**src/rtl/uart_rx.sv**
```systemverilog
// 8N1 UART receiver with a two-flop input synchronizer, glitch rejection,
// break handling and a small received-byte FIFO with sticky error flags.
module uart_rx #(
   parameter int CLKS_PER_BIT = 217,
   parameter int HALF_BIT     = 108,
   parameter int FIFO_DEPTH   = 4
) (
   input  logic        clk,
   input  logic        rst_n,
   input  logic        RX,
   input  logic        clear,
   output logic [15:0] out
);

   localparam int CW   = (CLKS_PER_BIT > 1) ? $clog2(CLKS_PER_BIT) : 1;
   localparam int AW   = $clog2(FIFO_DEPTH);
   localparam int NW   = AW + 1;
   localparam logic [CW-1:0] BIT_LAST  = CW'(CLKS_PER_BIT - 1);
   localparam logic [CW-1:0] HALF_LAST = CW'(HALF_BIT - 1);

   typedef enum logic [2:0] {
      S_IDLE,
      S_START,
      S_DATA,
      S_STOP,
      S_BREAK
   } state_t;

   state_t          state, state_n;
   logic [CW-1:0]   cnt, cnt_n;
   logic [2:0]      idx, idx_n;
   logic [7:0]      sh, sh_n;
   logic            rx_meta, rx_s;
   logic            push, fe_set;

   logic [7:0]      mem [FIFO_DEPTH];
   logic [AW-1:0]   wr_ptr, rd_ptr;
   logic [NW-1:0]   count;
   logic            empty, full, pop, wr, ov_set;
   logic            frame_err, overrun;

   // Synchronizer resets to the idle level so reset never looks like a start bit.
   always_ff @(posedge clk or negedge rst_n) begin
      if (!rst_n) begin
         rx_meta <= 1'b1;
         rx_s    <= 1'b1;
      end else begin
         rx_meta <= RX;
         rx_s    <= rx_meta;
      end
   end

   always_ff @(posedge clk or negedge rst_n) begin
      if (!rst_n) begin
         state <= S_IDLE;
         cnt   <= '0;
         idx   <= '0;
         sh    <= '0;
      end else begin
         state <= state_n;
         cnt   <= cnt_n;
         idx   <= idx_n;
         sh    <= sh_n;
      end
   end

   always_comb begin
      state_n = state;
      cnt_n   = cnt;
      idx_n   = idx;
      sh_n    = sh;
      push    = 1'b0;
      fe_set  = 1'b0;
      case (state)
         S_IDLE: begin
            if (!rx_s) begin
               state_n = S_START;
               cnt_n   = '0;
            end
         end
         S_START: begin
            // Line must still be low at the start-bit centre, else it was a glitch.
            if (cnt == HALF_LAST) begin
               cnt_n = '0;
               if (!rx_s) begin
                  state_n = S_DATA;
                  idx_n   = '0;
               end else begin
                  state_n = S_IDLE;
               end
            end else begin
               cnt_n = cnt + CW'(1);
            end
         end
         S_DATA: begin
            if (cnt == BIT_LAST) begin
               cnt_n = '0;
               sh_n  = {rx_s, sh[7:1]};
               idx_n = idx + 3'd1;
               if (idx == 3'd7) state_n = S_STOP;
            end else begin
               cnt_n = cnt + CW'(1);
            end
         end
         S_STOP: begin
            if (cnt == BIT_LAST) begin
               cnt_n = '0;
               if (rx_s) begin
                  push    = 1'b1;
                  state_n = S_IDLE;
               end else begin
                  fe_set  = 1'b1;
                  state_n = S_BREAK;
               end
            end else begin
               cnt_n = cnt + CW'(1);
            end
         end
         S_BREAK: begin
            if (rx_s) state_n = S_IDLE;
         end
         default: begin
            state_n = S_IDLE;
            cnt_n   = '0;
         end
      endcase
   end

   assign empty  = (count == '0);
   assign full   = (count == NW'(FIFO_DEPTH));
   assign pop    = clear && !empty;
   // A pop on the same edge frees the slot, so a full FIFO can still accept.
   assign wr     = push && (!full || pop);
   assign ov_set = push && full && !pop;

   always_ff @(posedge clk) begin
      if (wr) mem[wr_ptr] <= sh;
   end

   always_ff @(posedge clk or negedge rst_n) begin
      if (!rst_n) begin
         wr_ptr <= '0;
         rd_ptr <= '0;
         count  <= '0;
      end else begin
         if (wr)  wr_ptr <= wr_ptr + AW'(1);
         if (pop) rd_ptr <= rd_ptr + AW'(1);
         case ({wr, pop})
            2'b10:   count <= count + NW'(1);
            2'b01:   count <= count - NW'(1);
            default: count <= count;
         endcase
      end
   end

   // Setting an error takes priority over a clear on the same edge.
   always_ff @(posedge clk or negedge rst_n) begin
      if (!rst_n) begin
         frame_err <= 1'b0;
         overrun   <= 1'b0;
      end else begin
         frame_err <= fe_set ? 1'b1 : (clear ? 1'b0 : frame_err);
         overrun   <= ov_set ? 1'b1 : (clear ? 1'b0 : overrun);
      end
   end

   assign out = {empty, frame_err, overrun, 5'b0, empty ? 8'h00 : mem[rd_ptr]};

endmodule

```
**config.mk**
```make
export PLATFORM = sky130hd
export DESIGN_NAME = uart_rx
export DESIGN_NICKNAME = d
export VERILOG_FILES = /design/src/rtl/uart_rx.sv
export SDC_FILE = /design/constraint.sdc
export NUM_CORES = 1
export LEC_CHECK = 0
export BUFFER_PORTS_ARGS = -buffer_cell sky130_fd_sc_hd__buf_2
export CORE_ASPECT_RATIO = 0.75
export CORE_UTILIZATION = 50
export CTS_BUF_LIST = sky130_fd_sc_hd__clkbuf_8
export DETAILED_ROUTE_END_ITERATION = 8
export PLACE_DENSITY = 0.75
export SLEW_MARGIN = 10
export SYNTH_ARGS = -nofsm -noshare
export SYNTH_HDL_FRONTEND = slang
export SYNTH_SLANG_ARGS = --single-unit
```
**constraint.sdc**
```tcl
create_clock -name clk -period 4.2 [get_ports clk]
set_input_delay 0 -clock clk [delete_from_list [all_inputs] [get_ports clk]]
set_output_delay 0 -clock clk [all_outputs]
set_load 0.03 [all_outputs]
```
==> metrics.md <==
| Metric | Value |
|---|---|
| Fin Clk Skew | `0.00724 ns` |
| Antenna violations before repair | `0` |
| Layout Nets | `243` |
| CP max FO | `5` |
| Syn_area_per_cell | `13.9 um2` |
| Crit path DAT | `2.38 ns` |
| Internal Power | `984 uW` |
| Final Non-Filler Cells | `310` |
| Register area share after synthesis | `60.5%` |
| TritonCTS clock tree | `built` |
| Worst hold-check path type | `primary input to async pin` |
| DR DRC count | `0` |
| Max-Cap Viols | `0` |
| Die span in y | `68.6 um` |
| Post-placement setup slack | `2.07 ns` |
| Num ports | `20` |
| Area leader, netlist | `edfxtp_1` |
| Met1 Wirelength | `2530 um` |
| Status | `completed` |
| Logic pwr share | `11.9%` |
| Largest net degree at the start of global routing | `34` |
| Final Worst Setup Slack | `2.04 ns` |
| Min Clock Period, post-route | `2.16 ns` |
| Final wirelength | `4810 um` |
| IO buf count | `14` |
| Flop pwr share | `56.2%` |
| Max_slew headroom | `47.7%` |
| Vias in the first global route | `1,556` |
| Setup TNS | `0 ns` |
| Fmax | `463 MHz` |
| Psw | `353 uW` |
| Crit share post-route | `51.4%` |
| Post-layout power | `1340 uW` |
| Synth area leaders | `edfxtp_1 (32%), dfrtp_1 (26%), mux4_2 (6.1%), ha_1 (3.4%), mux2_2 (2.7%)` |
| Placed Instances | `291` |
| Setup CP Type | `register to register` |
| Top sig layer | `met4` |
| Clk sinks | `65` |
| Synthesized cell area | `0.00296 mm2` |
| Synth Flop Type | `edfxtp_1` |
| Top cell type's share of synthesized area | `32.5%` |
| Final hold viol count | `0` |
| DRT Pass-1 Iters | `4` |
| Max stage delay on crit path | `0.40 ns` |
| Clk buf depth | `2` |
| Pwr Density | `413 mW/mm2` |
| GRT overflow | `0` |
| Global-route wire length before repair | `8110 um` |
| Maximum vdd drop | `0.201 mV` |
| Critical Path, Cell by Cell | `inv_1 > ha_1 > nand3b_1 > nor3b_1 > nand2b_1 > fa_1 > mux2_2 > xnor2_2` |
| Worst-Skew Late Latency | `0.33 ns` |
| Post-synth ARST share | `50.8%` |
| # rows | `23` |
| Worst EP required | `4.42 ns` |
| CP max-delay cell | `dfrtp_1` |
| # setup viols final | `0` |
| Area grow syn2layout | `9.39%` |
| Mapped Cells | `213` |
| #FFs+latches synth | `65` |
| Sw frac | `26.4%` |
| Wire per inst | `15.5 um` |
| Antenna diodes | `0` |
| Final Slew Violations | `0` |
| CTS root buf | `clkbuf_8` |
| Worst-Margin Slew | `0.773 ns` |
| Routed via count | `1,659` |
| Detail Placement HPWL | `3440 um` |
| WHS | `0.249 ns` |
| Ys Warns | `0` |
| Final GP Congestion | `0.745` |
| Fraction of layout instances using a drive strength above 1 | `21.3%` |
| Setup crit end kind | `register` |
| Crit start category | `register` |
| DIE WIDTH | `90.8 um` |
| Die ar. | `0.00623 mm2` |
| Total CTS buffers | `9` |
| Most common cell in the netlist | `edfxtp_1` |
| Drt initial violations | `113` |
| H-Tree Depth | `3` |
| Core box area | `0.00553 mm2` |
| GRT Resource Usage Total | `18.5%` |
| Met3 Wirelength | `270 um` |
| Synth cell count leaders | `edfxtp_1 (32), dfrtp_1 (31), inv_1 (12)` |
| Clock group share of total power | `31.9%` |
| Number of synthesized flops with an enable pin | `32` |
| Leakage Power | `0.00142 uW` |
| RSZ-0062 raised after global routing | `false` |
| Drt via density | `5.35` |
| Clock transition at the registers of the reported paths | `0.07 ns` |
| Initial Util | `53.6%` |
| Post-DRT Antenna Nets | `0` |
| Met2 wire length | `1920 um` |
| PostCTS Resize Cnt | `0` |
| Cell variety after synth | `42` |
per-stage QoR:
stage	cell area, um2	utilization [%]
6_report	3240	58.6
5_1_grt	3240	58.6
4_1_cts	3240	58.6
3_5_place_dp	3040	55.1
3_3_place_gp	3040	55.1
2_1_floorplan	2970	-
per-layer routing:
metal	up-vias	global-route usage, %
met5	-	0
met3	8	6.47
li1	792	-
met2	49	24.2
met4	0	9.52
met1	810	26.9
cells in the final DEF, fill, tap and decap left out, types with 3 or more instances in the layout:
cell type	instances
buf_2	14
a21o_1	6
xnor2_1	4
dlygate4sd3_1	3
and3_1	3
mux2_2	7
dfrtp_1	31
ha_1	8
nor2_1	7
nand2b_1	5
mux2_1	3
conb_1	5
clkbuf_8	9
o2bb2ai_1	3
o21ai_0	11
nor3b_1	4
mux4_2	8
inv_1	13
clkinvlp_4	3
edfxtp_1	32
nand2_1	10
nor2b_1	9
and2_1	5
final cells by class:
| class | instances | area, um2 |
|---|---|---|
| fillers | 444 | 2290 |
| flip-flops and latches | 65 | 1790 |
| multi-input cells | 124 | 1040 |
| clock buffers | 9 | 124 |
| repair buffers | 18 | 108 |
| well taps | 75 | 93.8 |
| inverters | 12 | 45.0 |
| clock inverters | 7 | 38.8 |
worst paths after layout:
kind                               from  cells past startpoint  slack, ns  endpoint
max in group asynchronous         rst_n                      2       3.48     sh[4]
worst min register to register  rx_meta                      0       0.36      rx_s
worst max register to register   cnt[1]                      8       2.04  count[2]
worst max-delay path             cnt[1]                      8       2.04  count[2]
worst min-delay path              rst_n                      2       0.25  count[0]
min in group clk                     RX                      2       0.31   rx_meta
cell families after synthesis:
family	after synthesis	synth area share, %
multiplexers	20	10.6
buffers and inverters	28	4.95
flip-flops	65	60.5
XOR/XNOR	5	1.73
AO/OA/AOI/OAI	28	6.22
adder cells (fa/ha/maj)	9	4.06
other	1	0.127
AND/OR/NAND/NOR	57	11.9
registers in the layout (all words and copies together) (netlist names):
signal and flops:
overrun 1, rx_meta 1, mem 32, frame_err 1
count 3, wr_ptr 2, cnt 8, idx 3
state 3, sh 8, rx_s 1, rd_ptr 2
power groups by stage:
stage | clock, uW | combinational (uW) | sequential (uW)
floorplan | 0 | 174 | 719
global placement | 0 | 152 | 765
detailed placement | 0 | 157 | 767
CTS | 439 | 160 | 754
global route | 469 | 173 | 763
finish | 427 | 159 | 752
critical path: cells and delay by family (launching register included):
family        cells  cell delay (ns)
xor+xnor          1             0.13
fa+ha+maj         2             0.34
buf+inv           1             0.09
flops             1             0.40
mux               1             0.35
simple gates      3             0.74
what timing repair did:
| action | in CTS | in global routing |
|---|---|---|
| hold endpoints to repair | 34 | 0 |
| hold buffers | 3 | 0 |
| buffers inserted | 0 | 0 |
Note: power is estimated with default switching activity, not from simulation.
